File: src/rtl/async_rx_bridge.sv
// Clocked receiver for a 4-phase bundled-data channel: synchronises lreq, captures ldata into a small FIFO, streams it out.
// Optional macro ASYNC_RX_SYNC3_EN selects a 3-flop request synchroniser (default is 2 flops).
module async_rx_bridge #(
  parameter int WIDTH = 10,
  parameter int DEPTH = 2
) (
  input  logic             clk,
  input  logic             rst,
  input  logic             lreq,
  output logic             lack,
  input  logic [WIDTH-1:0] ldata,
  output logic             out_valid,
  input  logic             out_ready,
  output logic [WIDTH-1:0] out_data
);

  localparam int PTR_W = (DEPTH > 1) ? $clog2(DEPTH) : 1;
  localparam int CNT_W = $clog2(DEPTH + 1);
  localparam logic [CNT_W-1:0] FULL_CNT = CNT_W'(DEPTH);
`ifdef ASYNC_RX_SYNC3_EN
  localparam int SYNC_N = 3;
`else
  localparam int SYNC_N = 2;
`endif

  typedef enum logic [1:0] {
    RST_DRAIN    = 2'd0,
    WAIT_REQ     = 2'd1,
    WAIT_RELEASE = 2'd2
  } state_t;

  state_t             state, state_nxt;
  logic [SYNC_N-1:0]  sync_p0;
  logic               req_s;
  logic               push, pop, full;
  logic [CNT_W-1:0]   count, count_nxt;
  logic [PTR_W-1:0]   wr_ptr, rd_ptr;
  logic [WIDTH-1:0]   mem [DEPTH];

  // Stage p0: request synchroniser; flops reset high so a request held across reset is drained first
  always_ff @(posedge clk) begin
    if (rst) sync_p0 <= '1;
    else     sync_p0 <= {sync_p0[SYNC_N-2:0], lreq};
  end

  assign req_s = sync_p0[SYNC_N-1];
  assign full  = (count == FULL_CNT);
  assign pop   = out_valid && out_ready;

  always_comb begin
    state_nxt = state;
    push      = 1'b0;
    case (state)
      RST_DRAIN:    if (!req_s) state_nxt = WAIT_REQ;
      WAIT_REQ: begin
        // full is taken before this cycle's pop, so a full FIFO never passes a token through
        if (req_s && !full) begin
          push      = 1'b1;
          state_nxt = WAIT_RELEASE;
        end
      end
      WAIT_RELEASE: if (!req_s) state_nxt = WAIT_REQ;
      default:      state_nxt = RST_DRAIN;
    endcase
  end

  // Stage p1: handshake state and registered acknowledge
  always_ff @(posedge clk) begin
    if (rst) begin
      state <= RST_DRAIN;
      lack  <= 1'b0;
    end else begin
      state <= state_nxt;
      lack  <= (state_nxt == WAIT_RELEASE);
    end
  end

  always_comb begin
    count_nxt = count;
    if (push && !pop)      count_nxt = count + CNT_W'(1);
    else if (!push && pop) count_nxt = count - CNT_W'(1);
  end

  always_ff @(posedge clk) begin
    if (rst) begin
      count     <= '0;
      out_valid <= 1'b0;
      wr_ptr    <= '0;
      rd_ptr    <= '0;
    end else begin
      count     <= count_nxt;
      out_valid <= (count_nxt != '0);
      if (push) wr_ptr <= wr_ptr + PTR_W'(1);
      if (pop)  rd_ptr <= rd_ptr + PTR_W'(1);
    end
  end

  // ldata is captured unsynchronised: bundled timing guarantees it has been stable for the synchroniser delay
  always_ff @(posedge clk) begin
    if (rst) begin
      for (int i = 0; i < DEPTH; i++) mem[i] <= '0;
    end else if (push) begin
      mem[wr_ptr] <= ldata;
    end
  end

  assign out_data = mem[rd_ptr];

  a_no_push_full:  assert property (@(posedge clk) disable iff (rst) push |-> !full);
  a_no_pop_empty:  assert property (@(posedge clk) disable iff (rst) pop |-> (count != '0));
  a_no_lack_drain: assert property (@(posedge clk) disable iff (rst) (state == RST_DRAIN) |-> !lack);

endmodule

File: config.mk
export PLATFORM = sky130hd
export DESIGN_NAME = async_rx_bridge
export DESIGN_NICKNAME = d
export VERILOG_FILES = /design/src/rtl/async_rx_bridge.sv
export SDC_FILE = /design/constraint.sdc
export NUM_CORES = 1
export LEC_CHECK = 0
export ABC_AREA = 0
export BUFFER_PORTS_ARGS = -buffer_cell sky130_fd_sc_hd__buf_2
export CAP_MARGIN = 10
export CORE_ASPECT_RATIO = 0.7
export CORE_MARGIN = 1
export CORE_UTILIZATION = 57
export DETAILED_ROUTE_END_ITERATION = 12
export PLACE_DENSITY = 0.82
export SLEW_MARGIN = 20
export SYNTH_ARGS = -nofsm -noshare
export SYNTH_HDL_FRONTEND = slang
export SYNTH_SLANG_ARGS = --single-unit
File: constraint.sdc
create_clock -name clk -period 3.5 [get_ports clk]
set_input_delay 0.7 -clock clk [delete_from_list [all_inputs] [get_ports clk]]
set_output_delay 0.7 -clock clk [all_outputs]
set_load 0.05 [all_outputs]
## Yosys cells after proc, flatten, opt, wreduce, memory -nomap -nowiden

Memories as Yosys holds them, arrays and structs flattened. A register that Yosys moved wholly into a read port is not among the register bits.
Cells that the tools add are included.

| storage, ports and cells | value |
|---|---|
| flip-flop bits (word level) | 10 |
| bits in writable memories | 20 |
| input bits | 14 |
| output and inout bits | 12 |
| memories kept | 1 |

| cells by class | value |
|---|---|
| $add $sub $neg | 4 |
| equal/unequal tests | 4 |
| muxes and demuxes | 17 |
| reduce and logical (&&, ||, !) cells | 11 |

Memories:

| name | words | width | rd ports | clocked after Yosys merged registers in | wr ports | line | source |
|---|---|---|---|---|---|---|---|
| mem | 2 | 10 | 1 | 1 | 2 | 38 | `logic [WIDTH-1:0] mem [DEPTH];` |

Operator list:

| kind | number |
|---|---|
| 1-bit two-way mux | 11 |
| 10-bit two-way mux | 1 |
| 10-bit OR reduction | 1 |
| 2-bit two-way mux | 4 |
| 2-bit equality test (second input constant) | 3 |
| 1-bit logical AND | 4 |
| 2-bit case mux with 2 select lines | 1 |
| 1-bit zero test | 3 |
| 1-bit adder (second input constant) | 2 |
| 2-bit by 1-bit adder with 2-bit output (second input constant) | 1 |
| 2-bit by 1-bit equality test with 1-bit output (second input constant) | 1 |
| 2-bit zero test | 1 |
| 2-bit nonzero test | 1 |
| 2-bit OR reduction | 1 |
| 2-bit by 1-bit subtractor with 2-bit output (second input constant) | 1 |

## Depth between registers and ports, before layout

| depth | value |
|---|---|
| word-level depth | 10 |
| depth in mapped cells | 6 |

## Worst setup path after synthesis

Ideal clock, no wire load.

| path | value |
|---|---|
| path type | reg2out |
| start point | reg (tool-made name) |
| end point | out out_data[0] |
| arrival | 1.112 ns |
| required time | 2.800 ns |
| slack | 1.688 ns |
| cell stages (with the launch flop) | 3 |
| buffers on the path | 1 |
| cell sequence | dfxtp_1 clkbuf_1 mux2_2 |

RTL lines:

| element | line | source |
|---|---|---|
| to (decl) | 14 | `output logic [WIDTH-1:0] out_data` |

==> results.py <==
metrics = {
    "global_routing": {
        "grt_pass1_vias": 829,
        "antenna_found_initial": 0,
        "grt_max_degree": 14,
        "overflow": 0,
        "gr-usage-all-layers_pct": 21.7,
        "grt_pass1_wl_um": 3900,
    },
    "route": {
        "vias": 847,
        "viasPerCell": 5.16,
        "routed_wl_um": 2190,
        "antenna_left": 0,
        "drc": 0,
        "avgRoutedWirePerCell_um": 13.3,
        "drt_iter0_drc": 15,
        "dr.pass1.iters": 4,
    },
    "yosys": {
        "yosys.area_share.simple_pct": 19.8,
        "synth_top_area_cell": "edfxtp_1",
        "synthAdderAreaFrac_pct": 0.915,
        "syn_area_mm2": 0.00137,
        "synth_warnings": 0,
        "synth_cells": 103,
        "synth_mux_area_share_pct": 10.5,
        "synth_top_area_share_pct": 43.9,
        "synth_top_family_by_area": "simple AND/OR/NAND/NOR gates",
        "yosysSeqAreaShare_pct": 60.0,
        "synth_area_leaders": "edfxtp_1, dfxtp_1, and2_1, mux2_2, nor3_4",
        "synth-xor-area-share_pct": 1.92,
        "ys_ff_latch": 31,
        "syn_nets": 118,
        "synth.avg_cell_area_um2": 13.3,
        "yosysUniqueCellTypes": 27,
        "synth_compound_area_share_pct": 4.12,
    },
    "worst_setup_path": {
        "path_cells": "mux2_2, buf_2",
        "cp_num_buf_inv": 1,
        "cp-start-kind": "flop",
        "cp_top_family": "flip-flops",
        "arrival_ns": 1.54,
        "slowest_stage": "dfxtp_1",
        "crit_required_ns": 2.80,
        "crit_type": "reg -> out",
        "crit_fanout": 10,
        "cp_slowest_stage_delay_ns": 0.61,
        "cp-end-kind": "primary output",
    },
    "sta": {
        "fmax_mhz": 446,
        "min_period_over_period_pct": 64.1,
        "fin_ws_ns": 1.26,
        "setup-violations-final": 0,
        "worstMarginPinSlew_ns": 0.453,
        "finClkSkew_ns": 0.00445,
        "hold_viol": 0,
        "slew_viol_final": 0,
        "period_needed_ns": 2.24,
        "rsz0062_at_grt": "false",
        "hold_ws_ns": 0.426,
        "max-slew-margin-rel_pct": 69.8,
        "setup_tns_ns": 0,
    },
    "placed_design": {
        "dpl.hpwl_um": 1600,
        "gp_congestion": 0.745,
        "post_dp_cell_area_mm2": 0.00150,
        "place_ws_ns": 1.36,
        "io_buffers": 25,
    },
    "clock_network": {
        "cts-resized-gates": 0,
        "numCtsBuffers": 5,
        "cts_tree": "done",
        "clock_tree.buffer_depth": 2,
        "clkSlewWorstSetupHoldPaths_ns": 0.09,
        "worstSkewPairLatency_ns": 0.33,
        "cts_setup_buffers": 0,
        "hold_buffers": 0,
        "cts.htree.levels": 2,
        "clock-root-buffer": "clkbuf_4",
        "cts.sinks": 31,
    },
    "final_layout": {
        "fin_util_pct": 70.7,
        "drive_gt1_share_pct": 37.1,
        "layout.nets": 146,
        "num_antenna_cells": 0,
        "multi_input_area_um2": 509,
        "area_growth_syn_to_layout_pct": 14.2,
        "design_area_mm2": 0.00156,
        "fillers": 169,
        "regArea_um2": 821,
    },
    "pwr": {
        "p_leak_nw": 0.641,
        "power_density_mw_per_mm2": 484,
        "ir_drop_uv": 302,
    },
    "run_status": {
        "status": "completed",
    },
    "min_path": {
        "hp-class": "reg -> reg",
    },
    "die": {
        "ios": 26,
        "die_area_mm2": 0.00260,
        "core_mm2": 0.00221,
        "num_rows": 14,
        "dieWidth_um": 60.5,
        "die_h_um": 43.0,
        "initial_core_util_pct": 62.0,
    },
    "flow_run": {
        "max-cap-violations": 0,
    },
}
cell usage after synthesis (all sizes together):
library cell and n:
or2 3, nor2 6, nand4 1, ha 1
xor2 2, nor3 2, mux2 11, clkbuf 2
a31oi 1, a21oi 3, or3b 1, dfxtp 11
a21bo 1, nand2b 2, and2 20, buf 2
and4bb 1, mux2i 2, a21o 1, xnor2 1
nand2 2, nand3b 2, a221oi 2, edfxtp 20
inv 2, and3 1
worst reg2reg max path: cells and delay by family, from the launching register on:
family        cells  cell delay, ns
fa+ha+maj         1            0.23
buf+inv           1            0.08
flops             1            0.39
simple gates      3            1.11
metal layers:
layer	routed length, um	track usage [%]	vias up	share of wire, %
li1	-	-	418	-
met1	1010	27.8	400	46
met2	1040	32.7	22	48
met3	97	8.23	7	4.4
met4	42	9.55	0	1.9
met5	0	0	-	0
flip-flops by register name, indices dropped and copies added, names as in the netlist, named ones only:
signal / cells
mem: 20
count: 2
state: 2
sync_p0: 2
lack: 1
out_valid: 1
rd_ptr: 1
wr_ptr: 1
metrics by stage:
step	instances	total power (W)
detailed placement	156	0.000550
floorplan	103	0.000520
global placement	156	0.000546
CTS	164	0.000759
finish	164	0.000755
global route	164	0.000786
cells in the final DEF (no fill, tap or decap), drive strengths merged, types with 3 or more instances in the layout:
cell    instances
mux2           11
a21oi           3
clkbuf          7
and2           20
buf            25
dfxtp          11
nor2            6
edfxtp         20
or2             3
final timing paths:
| kind | startpoint | to | slack, ns | depth (start not counted) |
|---|---|---|---|---|
| max | flop | out_data[5] | 1.26 | 2 |
| min | sync_p0[0] | sync_p0[1] | 0.43 | 1 |
| max reg2reg | count[0] | mem[1][1] | 1.40 | 5 |
| min reg2reg | sync_p0[0] | sync_p0[1] | 0.43 | 1 |
power by group:
group          internal (W)  switching, W  total [W]
logic             0.0000420     0.0000782   0.000120
registers          0.000407     0.0000145   0.000422
clock network     0.0000962      0.000117   0.000213
logic make-up (layout without fill, tap and decap cells):
| kind of cell | count (synthesis) | count (layout) |
|---|---|---|
| AOI/OAI and AO/OA | 8 | 8 |
| xor gates and xnor gates | 3 | 3 |
| adders and majority gates | 1 | 1 |
| buffers and inverters | 6 | 35 |
| DFF | 31 | 31 |
| muxes | 13 | 13 |
| and+or+nand+nor | 41 | 41 |
layout make-up:
class                      instances  area share, %
sequential                        31           52.6
clock buffer                       7           3.53
multi-input combinational         66           32.6
inverter                           2          0.481
clock inverter                     1          0.240
timing repair buffer              25           8.01
tap                               32           2.56
Note: power is estimated with default switching activity, not from simulation.
